### config.mk
export PLATFORM = sky130hd
export DESIGN_NAME = rc4_xor_stream_flat
export DESIGN_NICKNAME = d
export VERILOG_FILES = /design/src/rtl/rc4_xor_stream_if.sv /design/src/rtl/rc4_xor_stream.sv /design/src/flat_wrapper.sv
export SDC_FILE = /design/constraint.sdc
export NUM_CORES = 1
export LEC_CHECK = 0
export ABC_AREA = 1
export BUFFER_PORTS_ARGS = -buffer_cell sky130_fd_sc_hd__buf_2
export CAP_MARGIN = 20
export CORE_MARGIN = 10
export CORE_UTILIZATION = 25
export CTS_CLUSTER_SIZE = 16
export DETAILED_ROUTE_END_ITERATION = 8
export PLACE_DENSITY_LB_ADDON = 0.05
export SETUP_SLACK_MARGIN = 0.4
export SYNTH_ARGS = -nofsm -noshare
export SYNTH_HDL_FRONTEND = slang
export SYNTH_SLANG_ARGS = --single-unit
### constraint.sdc
create_clock -name clk -period 3.5 [get_ports clk]
set_input_delay 0.7 -clock clk [delete_from_list [all_inputs] [get_ports clk]]
set_output_delay 0.7 -clock clk [all_outputs]
set_load 0.02 [all_outputs]
### src/rtl/rc4_xor_stream_if.sv
// Handshake bundle for the RC4 XOR stage.
// Carries keystream in, plaintext in and ciphertext out.
interface rc4_xor_stream_if;
    logic       ks_valid;
    logic [7:0] ks_data;
    logic       ks_ready;
    logic       pt_valid;
    logic [7:0] pt_data;
    logic       pt_ready;
    logic       ct_valid;
    logic [7:0] ct_data;
    logic       ct_last;
    logic       ct_ready;

    modport master (
        output ks_valid, ks_data, pt_valid, pt_data, ct_ready,
        input  ks_ready, pt_ready, ct_valid, ct_data, ct_last
    );

    modport slave (
        input  ks_valid, ks_data, pt_valid, pt_data, ct_ready,
        output ks_ready, pt_ready, ct_valid, ct_data, ct_last
    );
endinterface

### src/rtl/rc4_xor_stream.sv
// RC4 keystream consumer: buffers keystream, optionally drops
// the first DROP_N bytes, XORs with plaintext into a framed stream.
module rc4_xor_stream #(
    parameter int KS_DEPTH = 8,
    parameter int DROP_N   = 0
) (
    input  logic                      clk,
    input  logic                      rst_n,
    input  logic                      start,
    input  logic [15:0]               msg_len,
    rc4_xor_stream_if.slave           bus,
    output logic                      busy,
    output logic                      done,
    output logic [$clog2(KS_DEPTH):0] ks_level
);
    localparam int AW = $clog2(KS_DEPTH);
    localparam int LW = AW + 1;
    localparam logic [LW-1:0] FULL      = LW'(KS_DEPTH);
    localparam logic [LW-1:0] LVL_ONE   = LW'(1);
    localparam logic [AW-1:0] PTR_ONE   = AW'(1);
    localparam logic [9:0]    DROP_LAST = 10'((DROP_N > 0) ? DROP_N - 1 : 0);

    typedef enum logic [1:0] {IDLE, DROP, RUN, DRAIN} state_e;

    state_e        state_q, state_d;
    logic [AW-1:0] wr_ptr_q, wr_ptr_d;
    logic [AW-1:0] rd_ptr_q, rd_ptr_d;
    logic [LW-1:0] level_q, level_d;
    logic [9:0]    drop_cnt_q, drop_cnt_d;
    logic [15:0]   rem_q, rem_d;
    logic          ct_valid_q, ct_valid_d;
    logic [7:0]    ct_data_q, ct_data_d;
    logic          ct_last_q, ct_last_d;
    logic          done_q, done_d;
    logic [7:0]    mem_q [KS_DEPTH];

    logic ks_ready_c, pt_ready_c;
    logic ks_hs, pt_hs, ct_hs;
    logic push, pop;

    // Readiness looks only at registered level, never same-cycle pops.
    always_comb begin
        ks_ready_c = 1'b0;
        pt_ready_c = 1'b0;
        unique case (state_q)
            DROP: ks_ready_c = 1'b1;
            RUN: begin
                ks_ready_c = (level_q != FULL);
                pt_ready_c = (level_q != '0) && (!ct_valid_q || bus.ct_ready);
            end
            default: ;
        endcase
    end

    assign ks_hs = bus.ks_valid && ks_ready_c;
    assign pt_hs = bus.pt_valid && pt_ready_c;
    assign ct_hs = ct_valid_q && bus.ct_ready;
    assign push  = ks_hs && (state_q == RUN);
    assign pop   = pt_hs;

    always_comb begin
        state_d    = state_q;
        wr_ptr_d   = wr_ptr_q;
        rd_ptr_d   = rd_ptr_q;
        level_d    = level_q;
        drop_cnt_d = drop_cnt_q;
        rem_d      = rem_q;
        ct_valid_d = ct_valid_q;
        ct_data_d  = ct_data_q;
        ct_last_d  = ct_last_q;
        done_d     = 1'b0;

        if (ct_hs) begin
            ct_valid_d = 1'b0;
        end

        unique case (state_q)
            IDLE: begin
                if (start) begin
                    wr_ptr_d   = '0;
                    rd_ptr_d   = '0;
                    level_d    = '0;
                    rem_d      = msg_len;
                    drop_cnt_d = '0;
                    if (msg_len == 16'd0) begin
                        done_d = 1'b1;
                    end else begin
                        state_d = (DROP_N > 0) ? DROP : RUN;
                    end
                end
            end
            DROP: begin
                if (ks_hs) begin
                    drop_cnt_d = drop_cnt_q + 10'd1;
                    if (drop_cnt_q == DROP_LAST) begin
                        state_d = RUN;
                    end
                end
            end
            RUN: begin
                if (push) begin
                    wr_ptr_d = wr_ptr_q + PTR_ONE;
                end
                if (pop) begin
                    rd_ptr_d   = rd_ptr_q + PTR_ONE;
                    ct_data_d  = bus.pt_data ^ mem_q[rd_ptr_q];
                    ct_valid_d = 1'b1;
                    ct_last_d  = (rem_q == 16'd1);
                    rem_d      = rem_q - 16'd1;
                    if (rem_q == 16'd1) begin
                        state_d = DRAIN;
                    end
                end
                if (push && !pop) begin
                    level_d = level_q + LVL_ONE;
                end else if (pop && !push) begin
                    level_d = level_q - LVL_ONE;
                end
            end
            DRAIN: begin
                if (ct_hs && ct_last_q) begin
                    done_d  = 1'b1;
                    state_d = IDLE;
                end
            end
            default: state_d = IDLE;
        endcase
    end

    always_ff @(posedge clk) begin
        if (!rst_n) begin
            state_q    <= IDLE;
            wr_ptr_q   <= '0;
            rd_ptr_q   <= '0;
            level_q    <= '0;
            drop_cnt_q <= '0;
            rem_q      <= '0;
            ct_valid_q <= 1'b0;
            ct_data_q  <= '0;
            ct_last_q  <= 1'b0;
            done_q     <= 1'b0;
        end else begin
            state_q    <= state_d;
            wr_ptr_q   <= wr_ptr_d;
            rd_ptr_q   <= rd_ptr_d;
            level_q    <= level_d;
            drop_cnt_q <= drop_cnt_d;
            rem_q      <= rem_d;
            ct_valid_q <= ct_valid_d;
            ct_data_q  <= ct_data_d;
            ct_last_q  <= ct_last_d;
            done_q     <= done_d;
        end
    end

    always_ff @(posedge clk) begin
        if (rst_n && push) begin
            mem_q[wr_ptr_q] <= bus.ks_data;
        end
    end

    assign bus.ks_ready = ks_ready_c;
    assign bus.pt_ready = pt_ready_c;
    assign bus.ct_valid = ct_valid_q;
    assign bus.ct_data  = ct_data_q;
    assign bus.ct_last  = ct_last_q;
    assign busy         = (state_q != IDLE);
    assign done         = done_q;
    assign ks_level     = level_q;
endmodule

### src/flat_wrapper.sv
// flat-port wrapper written by rule: the top's interface ports become plain ports
module rc4_xor_stream_flat 
#(
    parameter int KS_DEPTH = 8,
    parameter int DROP_N   = 0
)
  (clk, rst_n, start, msg_len, busy, done, ks_level, bus_ks_valid, bus_ks_data, bus_pt_valid, bus_pt_data, bus_ct_ready, bus_ks_ready, bus_pt_ready, bus_ct_valid, bus_ct_data, bus_ct_last);
  rc4_xor_stream_if bus_i ();
  input  logic clk;
  input  logic rst_n;
  input  logic start;
  input  logic [15:0] msg_len;
  output logic busy;
  output logic done;
  output logic [$clog2(KS_DEPTH):0] ks_level;
  input wire logic [$bits(bus_i.ks_valid)-1:0] bus_ks_valid;
  input wire logic [$bits(bus_i.ks_data)-1:0] bus_ks_data;
  input wire logic [$bits(bus_i.pt_valid)-1:0] bus_pt_valid;
  input wire logic [$bits(bus_i.pt_data)-1:0] bus_pt_data;
  input wire logic [$bits(bus_i.ct_ready)-1:0] bus_ct_ready;
  output wire logic [$bits(bus_i.ks_ready)-1:0] bus_ks_ready;
  output wire logic [$bits(bus_i.pt_ready)-1:0] bus_pt_ready;
  output wire logic [$bits(bus_i.ct_valid)-1:0] bus_ct_valid;
  output wire logic [$bits(bus_i.ct_data)-1:0] bus_ct_data;
  output wire logic [$bits(bus_i.ct_last)-1:0] bus_ct_last;
  assign bus_i.ks_valid = bus_ks_valid;
  assign bus_i.ks_data = bus_ks_data;
  assign bus_i.pt_valid = bus_pt_valid;
  assign bus_i.pt_data = bus_pt_data;
  assign bus_i.ct_ready = bus_ct_ready;
  assign bus_ks_ready = bus_i.ks_ready;
  assign bus_pt_ready = bus_i.pt_ready;
  assign bus_ct_valid = bus_i.ct_valid;
  assign bus_ct_data = bus_i.ct_data;
  assign bus_ct_last = bus_i.ct_last;
  rc4_xor_stream #(.KS_DEPTH(KS_DEPTH), .DROP_N(DROP_N)) u_core (.clk(clk), .rst_n(rst_n), .start(start), .msg_len(msg_len), .bus(bus_i), .busy(busy), .done(done), .ks_level(ks_level));
endmodule
==> out/metrics.cfg <==
[status]
status=finished, final reports clean

[clock_network]
numClockSinks=116
clk_latency_ns=0.41
cts_tree=done
ctsResizeCount=0
clock_path_buffers=2
path_clk_slew_ns=0.06
cts_hold_buf=0
h-tree-depth=4
cts-root-buf=clkbuf_16
post_cts_buffers=0
numCtsBuffers=17

[synth]
synthArstFlopShare_pct=0
synth_cells=679
ys.warnings.count=0
synth-edff-count=64
yosysTopAreaCellShare_pct=34.0
synth_area_per_cell_sq_um=8.32
yosys_most_used_dff=edfxtp_1
synth_top_cell_by_area=edfxtp_1
ys_types=39
syn_area_sq_um=5650
ys_top_cells_by_area=edfxtp_1 (34%), dfxtp_1 (18%), nor2_1 (9.2%)
synth_most_common_cell=nor2_1
synth_nets=732
synth_common_cells=nor2_1 (138), nand2_1 (125), edfxtp_1 (64)
synth-seq-cells=116
ys_seq_area_share_pct=52.4

[finish]
fin_area_sq_um=6850
area_delta_synth_final_pct=21.3
antenna_cells=0
final_nets=794
layout-drive-gt1-share_pct=15.3

[timing]
finalMaxSlewViolations=0
fin_crit_sh_pct=75.2
layout_min_cycle_time_ns=2.63
setup_viol=0
fmax_mhz=380
clock_skew_ns=0.0101
worst_slack_ns=0.869
rsz0062_at_grt=no
worst_pin_slew_ns=0.887
whs_ns=0.490
setup-tns-final_ns=0
slew_headroom_pct=40.8
hold_viol_final=0

[place]
place.gp.congestion=0.806
dpl.hpwl_mm=11.1
placed_area_sq_um=6230
io_buffers=55
detailedPlace.worstSlack_ns=0.865

[detailed_routing]
drc_errors=0
postRouteAntennaNets=0
routed_wl_mm=16.0
vias_per_cell=4.46
drt_iter0_drc=213
wire_per_inst_um=15.5
vias=4607
firstDrtPassIters=5

[floorplan]
core_area_sq_um=22000
num_rows=54
die_h_um=170
fp.dieArea_sq_um=29000
num_io_pins=56
die_x_um=170
initial_core_util_pct=25.6

[setup_path]
timing.rr.start=u_core.state_q[0]
cp.required_ns=3.83
worst_setup_path_start_kind=register
crit_type=register to register
crit_chain=inv_1 -> ha_1 -> inv_2 -> a21oi_2 -> nand3_4 -> ha_1 -> inv_1 -> ha_1 -> a21oi_1 -> nand2_1 -> a21boi_0 -> o21ai_0 -> a21oi_1
rr_endpoint=u_core.ks_level[3]
reg2regPathDepth=13
crit_path_max_incr_delay_ns=0.41
r2r_setup_slack_ns=0.87
cp_top_family=adder cells
arrival_ns=2.96
cp.buffers_inverters=3
end_kind=register
crit_top_cell=ha_1
crit_fanout=18
slowest_stage=dfxtp_1

[pwr]
p_total_mw=5.42
irDropWorstVdd_mv=0.301
p_leak_nw=2.75
power_density_nw_per_um2=791

[grt]
grt_pass1_wl_mm=25.4
grt_pass1_vias=4635
grt_max_degree=33
grt-ovfl-total=0
grt.total_usage_pct=11.3
antenna_found_initial=0

[worst_hold_path]
whs_endpoint=u_core.drop_cnt_q[6]
hold_path.startpoint=u_core.drop_cnt_q[6]
hold_depth=2
hold_path_class=register to register

[job]
drv_cap=0

## worst min-delay path: stages, from the launching register on
cell and delay (ns):
dfxtp_1 0.33, inv_1 0.07, a21oi_1 0.05
## flip-flops by register name, summed over array words and instances, names as in the netlist, named ones only
signal / cells
u_core.mem_q: 64
u_core.rem_q: 16
u_core.drop_cnt_q: 10
u_core.bus.ct_data: 8
u_core.ks_level: 4
u_core.rd_ptr_q: 3
u_core.wr_ptr_q: 3
u_core.state_q: 2
u_core.bus.ct_last: 1
u_core.bus.ct_valid: 1
u_core.done: 1
## final cells by class
type,count,area (sq um)
clock buffer,18,439
clock inverter,14,179
tap,280,350
fill,2339,15200
sequential,116,2960
multi-input combinational,483,2350
inverter,57,214
timing repair buffer,66,358
## cells by family after synthesis
| family | after synthesis | synth area share [%] |
|---|---|---|
| buffers and inverters | 80 | 6.00 |
| and+or+nand+nor | 343 | 25.4 |
| AOI/OAI and AO/OA | 118 | 11.7 |
| xor gates and xnor gates | 7 | 1.09 |
| adders and majority gates | 15 | 3.46 |
| DFF | 116 | 52.4 |
## report_power, final
group	switching [mW]	internal, mW
clock	0.658	1.15
combinational	1.32	0.589
sequential	0.137	1.57
total	2.12	3.30
## worst max path at each step
stage	from	end	slack, ns	cells after the start
3_5_place_dp	u_core.state_q[0]	u_core.ks_level[3]	0.86	13
6_report	u_core.state_q[0]	u_core.ks_level[3]	0.87	13
2_1_floorplan	u_core.state_q[0]	u_core.ks_level[3]	0.89	15
5_1_grt	u_core.state_q[0]	u_core.ks_level[3]	0.64	13
3_3_place_gp	u_core.state_q[0]	u_core.ks_level[3]	0.98	13
4_1_cts	u_core.state_q[0]	u_core.ks_level[3]	0.86	13
## layout by cell type, fill, tap and decap left out, types with 2 or more instances in the layout
cell / count
dfxtp_1: 52
buf_4: 11
nand2_1: 125
nand4_1: 6
xor2_1: 4
clkinvlp_4: 3
a21oi_1: 34
buf_2: 55
edfxtp_1: 64
nand3b_1: 4
nor2_1: 138
o211ai_1: 5
nand2_2: 2
o21bai_1: 5
inv_6: 2
bufinv_16: 3
nor2_2: 4
inv_1: 53
o21a_1: 4
nand3_1: 47
inv_2: 4
a211oi_1: 3
nor3_1: 10
clkinv_4: 5
or2_2: 2
xnor2_1: 3
o21ai_1: 3
o21ai_0: 58
ha_1: 14
clkbuf_16: 17
## metal layers
layer | track usage (%) | share of wire (%)
met1 | 14.5 | 48
met2 | 18.5 | 47
met3 | 2.66 | 4.0
met4 | 3.70 | 0.96
met5 | 0 | 0
## per-stage QoR
stage / utilization (%) / std cells
6_report: 31.1 / 1034
5_1_grt: 31.1 / 1034
4_1_cts: 31.1 / 1034
3_5_place_dp: 28.3 / 1002
3_3_place_gp: 28.3 / 1002
2_1_floorplan: - / 679
(Power assumes the default switching activity.)
